File: src/rtl/mem_arbiter_pkg.sv
`default_nettype none
// +----------------------------------------------------------------------------+
// | mem_arbiter_pkg                                                             |
// | Shared width codes, FSM state type and default timeout for mem_arbiter.     |
// | Revision: 1.0                                                               |
// +----------------------------------------------------------------------------+
package mem_arbiter_pkg;

    localparam logic [1:0] W_BYTE  = 2'd0;
    localparam logic [1:0] W_HALF  = 2'd1;
    localparam logic [1:0] W_WORD  = 2'd2;
    localparam logic [1:0] W_DWORD = 2'd3;

    localparam int DEFAULT_TIMEOUT = 255;

    typedef enum logic [1:0] {
        S_IDLE = 2'd0,
        S_IBUS = 2'd1,
        S_DBUS = 2'd2,
        S_DONE = 2'd3
    } arb_state_t;

endpackage
`default_nettype wire

File: src/rtl/mem_lane_gen.sv
`default_nettype none
// +----------------------------------------------------------------------------+
// | mem_lane_gen                                                                |
// | Byte-enable and replicated write-data generation for one store.             |
// | Revision: 1.0                                                               |
// +----------------------------------------------------------------------------+
module mem_lane_gen
    import mem_arbiter_pkg::*;
(
    input  logic [1:0]  i_width,
    input  logic [2:0]  i_offset,
    input  logic [63:0] i_data,
    output logic [7:0]  o_be,
    output logic [63:0] o_wdata
);

    // Offsets are aligned down to the access width before shifting.
    always_comb begin
        o_be    = 8'hFF;
        o_wdata = i_data;
        case (i_width)
            W_BYTE: begin
                o_be    = 8'h01 << i_offset;
                o_wdata = {8{i_data[7:0]}};
            end
            W_HALF: begin
                o_be    = 8'h03 << {i_offset[2:1], 1'b0};
                o_wdata = {4{i_data[15:0]}};
            end
            W_WORD: begin
                o_be    = 8'h0F << {i_offset[2], 2'b00};
                o_wdata = {2{i_data[31:0]}};
            end
            default: ;
        endcase
    end

endmodule
`default_nettype wire

File: src/rtl/mem_arbiter.sv
`default_nettype none
// +----------------------------------------------------------------------------+
// | mem_arbiter                                                                 |
// | Arbitrates fetch and load/store buses onto one single-outstanding port.     |
// | Revision: 1.0                                                               |
// +----------------------------------------------------------------------------+
module mem_arbiter
    import mem_arbiter_pkg::*;
#(
    parameter int TIMEOUT    = DEFAULT_TIMEOUT,
    parameter bit IFETCH_PRI = 1'b0
) (
    input  logic        clk,
    input  logic        rst_n,
    input  logic [63:0] imem_addr,
    input  logic        imem_addr_valid,
    output logic [63:0] imem_data,
    output logic        imem_data_valid,
    input  logic [63:0] dmem_addr,
    input  logic [63:0] dmem_dout,
    input  logic [1:0]  dmem_write_width,
    input  logic        dmem_rstrobe,
    input  logic        dmem_wstrobe,
    output logic [63:0] dmem_din,
    output logic        dmem_cycle_complete,
    output logic [63:0] mem_addr,
    output logic [63:0] mem_wdata,
    input  logic [63:0] mem_rdata,
    output logic        mem_req,
    output logic        mem_we,
    output logic [7:0]  mem_be,
    input  logic        mem_ack,
    output logic        bus_error
);

    localparam int              c_TW   = (TIMEOUT > 0) ? $clog2(TIMEOUT + 1) : 1;
    localparam logic [c_TW-1:0] c_TLIM = (TIMEOUT > 0) ? c_TW'(TIMEOUT - 1) : '0;

    arb_state_t      r_state, w_next;
    logic            r_pend, r_pwe;
    logic [1:0]      r_pwidth;
    logic [63:0]     r_paddr, r_pdata, r_iaddr;
    logic            r_tie_seen, r_last_d;
    logic [c_TW-1:0] r_tcnt;

    logic            w_strobe, w_dreq, w_pick_i, w_grant_i, w_grant_d, w_ack, w_tout;
    logic            w_slot_we;
    logic [1:0]      w_slot_width;
    logic [63:0]     w_slot_addr, w_slot_data, w_wdata;
    logic [7:0]      w_be;

    // A fresh strobe in IDLE bypasses the pending slot so mem_req can rise next cycle.
    assign w_strobe     = (dmem_rstrobe | dmem_wstrobe) & ~r_pend & (r_state != S_DBUS);
    assign w_slot_addr  = r_pend ? r_paddr  : dmem_addr;
    assign w_slot_data  = r_pend ? r_pdata  : dmem_dout;
    assign w_slot_width = r_pend ? r_pwidth : dmem_write_width;
    assign w_slot_we    = r_pend ? r_pwe    : dmem_wstrobe;

    mem_lane_gen u_lane_gen (
        .i_width  (w_slot_width),
        .i_offset (w_slot_addr[2:0]),
        .i_data   (w_slot_data),
        .o_be     (w_be),
        .o_wdata  (w_wdata)
    );

    always_ff @(posedge clk or negedge rst_n) begin
        if (!rst_n) r_state <= S_IDLE;
        else        r_state <= w_next;
    end

    always_comb begin
        w_next    = r_state;
        w_dreq    = r_pend | w_strobe;
        w_pick_i  = 1'b0;
        w_grant_i = 1'b0;
        w_grant_d = 1'b0;
        w_ack     = 1'b0;
        w_tout    = 1'b0;
        case (r_state)
            S_IDLE: begin
                if (w_dreq && imem_addr_valid)
                    w_pick_i = r_tie_seen ? r_last_d : IFETCH_PRI;
                else
                    w_pick_i = imem_addr_valid;
                w_grant_i = w_pick_i;
                w_grant_d = w_dreq & ~w_pick_i;
                if (w_grant_i)      w_next = S_IBUS;
                else if (w_grant_d) w_next = S_DBUS;
            end
            S_IBUS, S_DBUS: begin
                w_ack  = mem_ack;
                w_tout = ~mem_ack && (TIMEOUT > 0) && (r_tcnt == c_TLIM);
                if (w_ack || w_tout) w_next = S_DONE;
            end
            S_DONE:  w_next = S_IDLE;
            default: w_next = S_IDLE;
        endcase
    end

    always_ff @(posedge clk or negedge rst_n) begin
        if (!rst_n) begin
            r_pend              <= 1'b0;
            r_pwe               <= 1'b0;
            r_pwidth            <= 2'd0;
            r_paddr             <= '0;
            r_pdata             <= '0;
            r_iaddr             <= '0;
            r_tie_seen          <= 1'b0;
            r_last_d            <= 1'b0;
            r_tcnt              <= '0;
            mem_req             <= 1'b0;
            mem_we              <= 1'b0;
            mem_be              <= 8'h00;
            mem_addr            <= '0;
            mem_wdata           <= '0;
            imem_data           <= '0;
            imem_data_valid     <= 1'b0;
            dmem_din            <= '0;
            dmem_cycle_complete <= 1'b0;
            bus_error           <= 1'b0;
        end else begin
            imem_data_valid     <= 1'b0;
            dmem_cycle_complete <= 1'b0;
            bus_error           <= 1'b0;

            if (w_grant_d) begin
                r_pend <= 1'b0;
            end else if (w_strobe) begin
                r_pend   <= 1'b1;
                r_paddr  <= dmem_addr;
                r_pdata  <= dmem_dout;
                r_pwidth <= dmem_write_width;
                r_pwe    <= dmem_wstrobe;
            end

            if (mem_req) r_tcnt <= r_tcnt + 1'b1;

            if (w_grant_i || w_grant_d) begin
                r_tie_seen <= r_tie_seen | (w_dreq & imem_addr_valid);
                r_last_d   <= w_grant_d;
                r_tcnt     <= '0;
                r_iaddr    <= imem_addr;
                mem_req    <= 1'b1;
                mem_addr   <= {(w_grant_d ? w_slot_addr[63:3] : imem_addr[63:3]), 3'b000};
                mem_we     <= w_grant_d & w_slot_we;
                mem_be     <= (w_grant_d && w_slot_we) ? w_be : 8'hFF;
                mem_wdata  <= (w_grant_d && w_slot_we) ? w_wdata : '0;
            end

            // A timeout completes like an ack carrying all-zero data.
            if (w_ack || w_tout) begin
                mem_req   <= 1'b0;
                bus_error <= w_tout;
                if (r_state == S_DBUS) begin
                    dmem_cycle_complete <= 1'b1;
                    if (!mem_we) dmem_din <= w_ack ? mem_rdata : '0;
                end else begin
                    imem_data       <= w_ack ? mem_rdata : '0;
                    imem_data_valid <= w_ack & imem_addr_valid & (imem_addr == r_iaddr);
                end
            end
        end
    end

endmodule
`default_nettype wire
File: config.mk
export PLATFORM = sky130hd
export DESIGN_NAME = mem_arbiter
export DESIGN_NICKNAME = d
export VERILOG_FILES = /design/src/rtl/mem_arbiter_pkg.sv /design/src/rtl/mem_lane_gen.sv /design/src/rtl/mem_arbiter.sv
export SDC_FILE = /design/constraint.sdc
export NUM_CORES = 1
export LEC_CHECK = 0
export BUFFER_PORTS_ARGS = -buffer_cell sky130_fd_sc_hd__buf_2
export CAP_MARGIN = 25
export CORE_AREA = 2 2 206 208
export CTS_CLUSTER_SIZE = 14
export DETAILED_ROUTE_END_ITERATION = 10
export DIE_AREA = 0 0 208 210
export PLACE_DENSITY_LB_ADDON = 0.08
export SLEW_MARGIN = 15
export SYNTH_ARGS = -nofsm -noshare
export SYNTH_HDL_FRONTEND = slang
export SYNTH_SLANG_ARGS = --single-unit
File: constraint.sdc
create_clock -name clk -period 2.8 [get_ports clk]
set_input_delay 0.56 -clock clk [delete_from_list [all_inputs] [get_ports clk]]
set_output_delay 0.56 -clock clk [all_outputs]
set_load 0.01 [all_outputs]
==> results of run 1 <==
synth_stat cells, types with 24 or more instances:
library cell  instances
o21ai_0              58
nand2_1             478
mux2_2              152
mux2i_1             124
buf_4                24
xnor2_1              35
o211ai_1             62
buf_2                57
a21oi_1              50
nor2_1               50
dfrtp_1             474
xor2_1               36
a22o_1              139
clkbuf_1             41
per-layer routing:
metal  vias to the layer above  GRT usage, %
li1                       7706             -
met2                       585          46.2
met1                      8355          38.4
met3                       127          6.09
met4                        12          11.1
met5                         -             0
cell type report:
cell class                 count  area (um2)  area share [%]
antenna                       15        37.5           0.143
inverter                       6        22.5          0.0858
clock buffer                  74        1490            5.68
timing repair buffer         586        3310            12.6
tap                          539         674            2.57
clock inverter                16         166           0.634
sequential                   474       11900            45.2
multi-input combinational   1296        8690            33.1
repair_timing:
| item | CTS | global route |
|---|---|---|
| buffers inserted | 0 | 0 |
| hold endpoints to repair | 59 | 0 |
| endpoints found under the setup margin | 0 | 0 |
| hold buffers | 1 | 0 |
cell families (layout without fill, tap and decap cells):
logic type,after synthesis,after routing,synth area share [%]
XOR/XNOR,71,71,2.93
AND/OR/NAND/NOR,583,583,11.0
flip-flops,474,474,55.9
AO/OA/AOI/OAI,357,357,12.4
other,1,18,0.0177
multiplexers,277,277,14.0
adder cells (fa/ha/maj),5,5,0.295
buffers and inverters,140,682,3.38
sequential cells by signal, summed over array words and instances, names as in the netlist, 8 cells and up:
register   cells
mem_wdata     64
r_paddr       64
r_pdata       64
mem_addr      61
dmem_din      64
imem_data     64
r_tcnt         8
mem_be         8
r_iaddr       64
worst reg2reg max path, delay by kind of cell, from the launching register on:
family,cells,cell delay (ns)
AO/OA/AOI/OAI,3,1.00
buffers and inverters,2,0.46
flip-flops,1,0.34
adder cells (fa/ha/maj),1,0.30
AND/OR/NAND/NOR,2,0.30
through the flow:
| step | cell area [um2] | cells | hold WS (ns) | worst slack, ns |
|---|---|---|---|---|
| floorplan | 21200 | 1910 | 0.264 | 0.873 |
| global placement | 24600 | 2900 | 0.447 | 0.400 |
| detailed placement | 24600 | 2900 | 0.457 | 0.354 |
| CTS | 26200 | 2991 | 0.142 | 0.356 |
| global route | 26300 | 3003 | 0.172 | 0.141 |
| finish | 26300 | 3006 | 0.175 | 0.340 |
where the power goes:
part           switching (mW)  internal [mW]
registers                1.86           10.0
clock network            2.78           3.96
logic                    7.97           6.34
total                    12.6           20.3
path summary, 6_finish.rpt:
path                                            endpoint                startpoint  slack [ns]  cells past startpoint
worst min register to register  mem_addr[13]$_DFFE_PN0P_  mem_addr[13]$_DFFE_PN0P_        0.47                      2
max in group asynchronous       mem_addr[28]$_DFFE_PN0P_                     rst_n        1.37                      3
min in group asynchronous        r_pdata[26]$_DFFE_PN0P_                     rst_n        0.55                      2
worst max register to register  mem_addr[42]$_DFFE_PN0P_    r_state[0]$_DFFE_PN0P_        0.34                      8
worst max-delay path            mem_addr[42]$_DFFE_PN0P_    r_state[0]$_DFFE_PN0P_        0.34                      8
worst min-delay path              r_iaddr[1]$_DFFE_PN0P_              imem_addr[1]        0.17                      3
==> flow_summary.ini, run 1 <==
[run_status]
outcome = complete, no violations

[clocking]
htree_levels = 2
cts_tree = done
clk_path_buf_depth = 3
cts_made_buffers = 51
post_cts_resized = 0
cts.sinks = 474
path_clk_slew_ns = 0.06
clockRootBuffer = clkbuf_16
clk_latency_ns = 0.60

[global_routing]
grt_max_degree = 124
track_usage_pct = 28.7
antenna_found_initial = 20
grt_pass1_vias = 16900
grt_pass1_wl_mm = 98.5
grt_overflow = 0

[pwr]
leakage_nw = 13.3
peakVddDrop_v = 0.000639
power_mw = 32.9
powerDensity_nw_per_um2 = 1250

[critical_path]
critical_path_buf_inv_count = 2
cpMostUsedCell = nand2_1
critPathLaunchType = flip-flop
cp.arrival_ns = 3.00
path_max_fanout = 56
cp.required_ns = 3.34
path_cells = inv_1 > ha_1 > o21bai_2 > nand2_1 > o21a_4 > buf_4 > o211ai_1 > nand2_1
crit_type = flip-flop to flip-flop
cp_top_family = compound AO/OA/AOI/OAI gates
slowest_stage = o21a_4
cpPeakStageDelay_ns = 0.60
end_kind = flip-flop

[detailed_routing]
drt_iter0_markers = 1333
dr_wl_met3_mm = 3.97
dr.pass1.iters = 5
vias_per_cell = 5.58
met2_length_mm = 30.8
top_layer = met5
avgRoutedWirePerCell_um = 21.1
vias = 16800
wl_met1_mm = 26.1
drtAntennaViolNets = 0
wl_mm = 63.3
drc = 0

[sta]
finClkSkew_ns = 0.0241
period_share_pct = 87.9
finalHoldViolCount = 0
worst_pin_slew_ns = 0.961
fmax_mhz = 407
relSlewSlack_pct = 35.9
tns_ns = 0
drv_slew = 0
setup_viol = 0
rsz0062_at_grt = no
fin_crit_ns = 2.46

[cells_and_area]
post-route-util_pct = 63.3
final_cell_mix = 528 x buf_2, 478 x nand2_1, 473 x dfrtp_1, 152 x mux2_2, 139 x a22o_1
drive_gt1_share_pct = 34.0
fin_nets = 2684
final_common_cell = buf_2
area_delta_synth_final_pct = 23.8
n_fill_cell = 3383

[yosys]
ys_seq_area_share_pct = 55.9
ys_warn_count = 0
yosysTopAreaCellShare_pct = 55.9
synth_area_leaders = dfrtp_1 56%, nand2_1 8.5%, mux2_2 8.1%
synth-main-ff-cell = dfrtp_1
synthDistinctLibCells = 50
syn_area_um2 = 21200
syn_inst = 1908
synth_seq_cells = 474
synth_top_cell_by_area = dfrtp_1
synth.avg_cell_area_um2 = 11.1
synth_edf_count = 0
async_flop_share_pct = 100

[floorplan]
core_area_um2 = 41500
dieArea_um2 = 43700
num_rows = 75
die_x_um = 208
fp.dieH_um = 210
io_pins = 533
start_util_pct = 51.1

[worst_hold_path]
min_path_type = input port to flip-flop

[flow_run]
maxCapViolCount = 0

[placed_design]
routabilityCongestion = 0.862
dp_hpwl_mm = 44.5
portBuffers = 529
Note: power is estimated with default switching activity, not from simulation.
==> run 2: changes to the inputs <==
ABC_AREA = 1   (was default)
CAP_MARGIN = default   (was 25)
CORE_AREA = 2 2 208 210   (was 2 2 206 208)
DIE_AREA = 0 0 210 212   (was 0 0 208 210)
MAX_ROUTING_LAYER = met4   (was default)
==> run 2 against run 1 <==
  * Worst setup slack about the same
  * Die area is 1.9% higher
  * Flip-flop and latch count unchanged
  * Routed wire length up 7.1%
  * Area after synthesis increased by 2.6%
  * Clock power barely moved
  * Critical path type unchanged
  * Critical endpoint is now mem_wdata[51]$_DFFE_PN0P_
  * Largest cell class unchanged
  * Highest routed layer is now met4
==> flow_summary.ini, run 2 <==
[clocking]
post_cts_resized = 0
cts.sinks = 474
path_clk_slew_ns = 0.06
cts_hold_buffers = 1
htree_levels = 2
cts_made_buffers = 51
clk_latency_ns = 0.59
clockRootBuffer = clkbuf_16
post-cts-setup-buffers = 0
cts_tree = done
clk_path_buf_depth = 3

[critical_path]
path_cells = o21ai_1 > nand2_2 > buf_4 > a211oi_1 > nor2_1 > nand2_1 > nand2_1
end_kind = flip-flop
crit_type = flip-flop to flip-flop
path_max_fanout = 28
cp_top_family = compound AO/OA/AOI/OAI gates
cp.required_ns = 3.28
slowest_stage = dfrtp_4
cpPeakStageDelay_ns = 0.64
ff2ff_setup_slack_ns = 0.34
critical_path_buf_inv_count = 1
cpMostUsedCell = nand2_1
critPathLaunchType = flip-flop
cp.arrival_ns = 2.94

[cells_and_area]
area_delta_synth_final_pct = 22.1
final_common_cell = nand2_1
drive_gt1_share_pct = 20.8
final-seq-area_um2 = 11900
final_cell_mix = 1147 x nand2_1, 528 x buf_2, 473 x dfrtp_1, 371 x o21ai_0, 155 x inv_1
n_fill_cell = 3808
fin_nets = 3421
multi_input_area_um2 = 8610

[placed_design]
dp_worst_setup_slack_ns = 0.190
routabilityCongestion = 0.941
dp_hpwl_mm = 47.2
portBuffers = 529

[yosys]
syn_inst = 2689
synth-xor-area-share_pct = 1.33
synth.avg_cell_area_um2 = 8.09
synthDistinctLibCells = 37
synth_top_cell_by_area = dfrtp_1
synth-compound-area-share_pct = 10.7
synthAdderAreaFrac_pct = 0.288
async_flop_share_pct = 100
synth_commonest_cells = 1151 x nand2_1, 474 x dfrtp_1, 371 x o21ai_0, 155 x inv_1, 95 x nand3_1
ys_warn_count = 0
synth_area_leaders = dfrtp_1 55%, nand2_1 20%, o21ai_0 8.5%
synth_edf_count = 0
synth-main-ff-cell = dfrtp_1
yosysTopAreaCellShare_pct = 54.5
synthSimpleGateAreaFrac_pct = 24.1
ys_seq_area_share_pct = 54.5
muxShareOfSynthArea_pct = 2.81
synth_seq_cells = 474
synth_top_family_by_area = simple AND/OR/NAND/NOR gates
yosysMostFrequentCell = nand2_1
syn_area_um2 = 21800

[detailed_routing]
drc = 0
vias = 19800
dr.pass1.iters = 5
drtAntennaViolNets = 0
vias_per_cell = 5.27
drt_iter0_markers = 1881
avgRoutedWirePerCell_um = 18.1
wl_mm = 67.8

[floorplan]
core_area_um2 = 42500
die_x_um = 210
num_rows = 76
fp.dieH_um = 212
dieArea_um2 = 44500
start_util_pct = 51.2
io_pins = 533

[sta]
fin_crit_ns = 2.46
relSlewSlack_pct = 32.7
setup_viol = 0
worst_pin_slew_ns = 1.01
period_share_pct = 87.9
rsz0062_at_grt = no
tns_ns = 0
drv_slew = 0
finClkSkew_ns = 0.0135
hold_slack_ns = 0.199
fin_ws_ns = 0.340
finalHoldViolCount = 0
fmax_mhz = 407

[global_routing]
grt_busiest_layer = met2
track_usage_pct = 31.1
antenna_found_initial = 15
grt_pass1_vias = 19000
grt.met3_usage_pct = 6.91
use_met2_pct = 47.9
grt_pass1_wl_mm = 105
grt_max_degree = 153
grt_overflow = 0
met1_usage_pct = 39.7

[flow_run]
maxCapViolCount = 0

[pwr]
peakVddDrop_v = 0.000869
powerDensity_nw_per_um2 = 1260
leakage_nw = 14.7
power_mw = 33.4

[run_status]
outcome = complete, no violations

[worst_hold_path]
min_path_type = input port to flip-flop
[run 2: cell types whose count changed after synthesis, moves of 34 or more]
cell     delta
nor2_1     +43
nand2_1   +673
mux2i_1    -63
o21ai_0   +313
a21oi_1    -44
a22o_1    -139
xor2_1     -34
inv_1     +150
mux2_2    -152
nand3_1    +93
[run 2: routing by layer]
| metal | wire length (um) | part of all wire (%) |
|---|---|---|
| met5 | 0 | 0 |
| met4 | 2940 | 4.3 |
| met3 | 5150 | 7.6 |
| met2 | 32100 | 47 |
| met1 | 27600 | 41 |
[run 2: power by group]
group          total [mW]  internal (mW)  switching, mW
registers            12.1           10.2           1.98
logic                14.5           4.99           9.55
clock network        6.74           3.96           2.77
total                33.4           19.1           14.3
[run 2: worst paths after layout]
path	from	end	cells after the start
hold / removal	imem_addr[1]	r_iaddr[1]$_DFFE_PN0P_	3
setup / recovery	r_pend$_DFFE_PN0P_	mem_wdata[51]$_DFFE_PN0P_	7
min in group asynchronous	rst_n	r_paddr[14]$_DFFE_PN0P_	2
max in group asynchronous	rst_n	imem_data[8]$_DFFE_PN0P_	3
hold reg to reg	r_paddr[19]$_DFFE_PN0P_	r_paddr[19]$_DFFE_PN0P_	2
setup reg to reg	r_pend$_DFFE_PN0P_	mem_wdata[51]$_DFFE_PN0P_	7
[run 2: final cells by class]
cell class	count	share of cell area (%)
tap	546	2.57
antenna	16	0.151
multi-input combinational	1899	32.4
sequential	474	44.7
clock buffer	76	5.66
clock inverter	13	0.542
timing repair buffer	567	11.7
inverter	159	2.26
[run 2: cells by family after synthesis]
group	after synthesis
xor+xnor	33
compound gates	441
mux	61
flops	474
buf+inv	318
simple gates	1356
other cells	1
fa+ha+maj	5
[run 2: per-stage QoR]
| step | instance area [um2] | utilization (%) | std cells |
|---|---|---|---|
| after detailed placement | 24900 | 58.5 | 3644 |
| after CTS | 26500 | 62.4 | 3734 |
| after global routing | 26600 | 62.5 | 3749 |
| after floorplan | 21800 | - | 2691 |
| after global placement | 24900 | 58.5 | 3644 |
| final | 26600 | 62.5 | 3750 |
[run 2: worst min-delay path, cell delays in order]
cell and delay [ns]:
buf_2 0.09, nand2_1 0.05, nand2_1 0.05
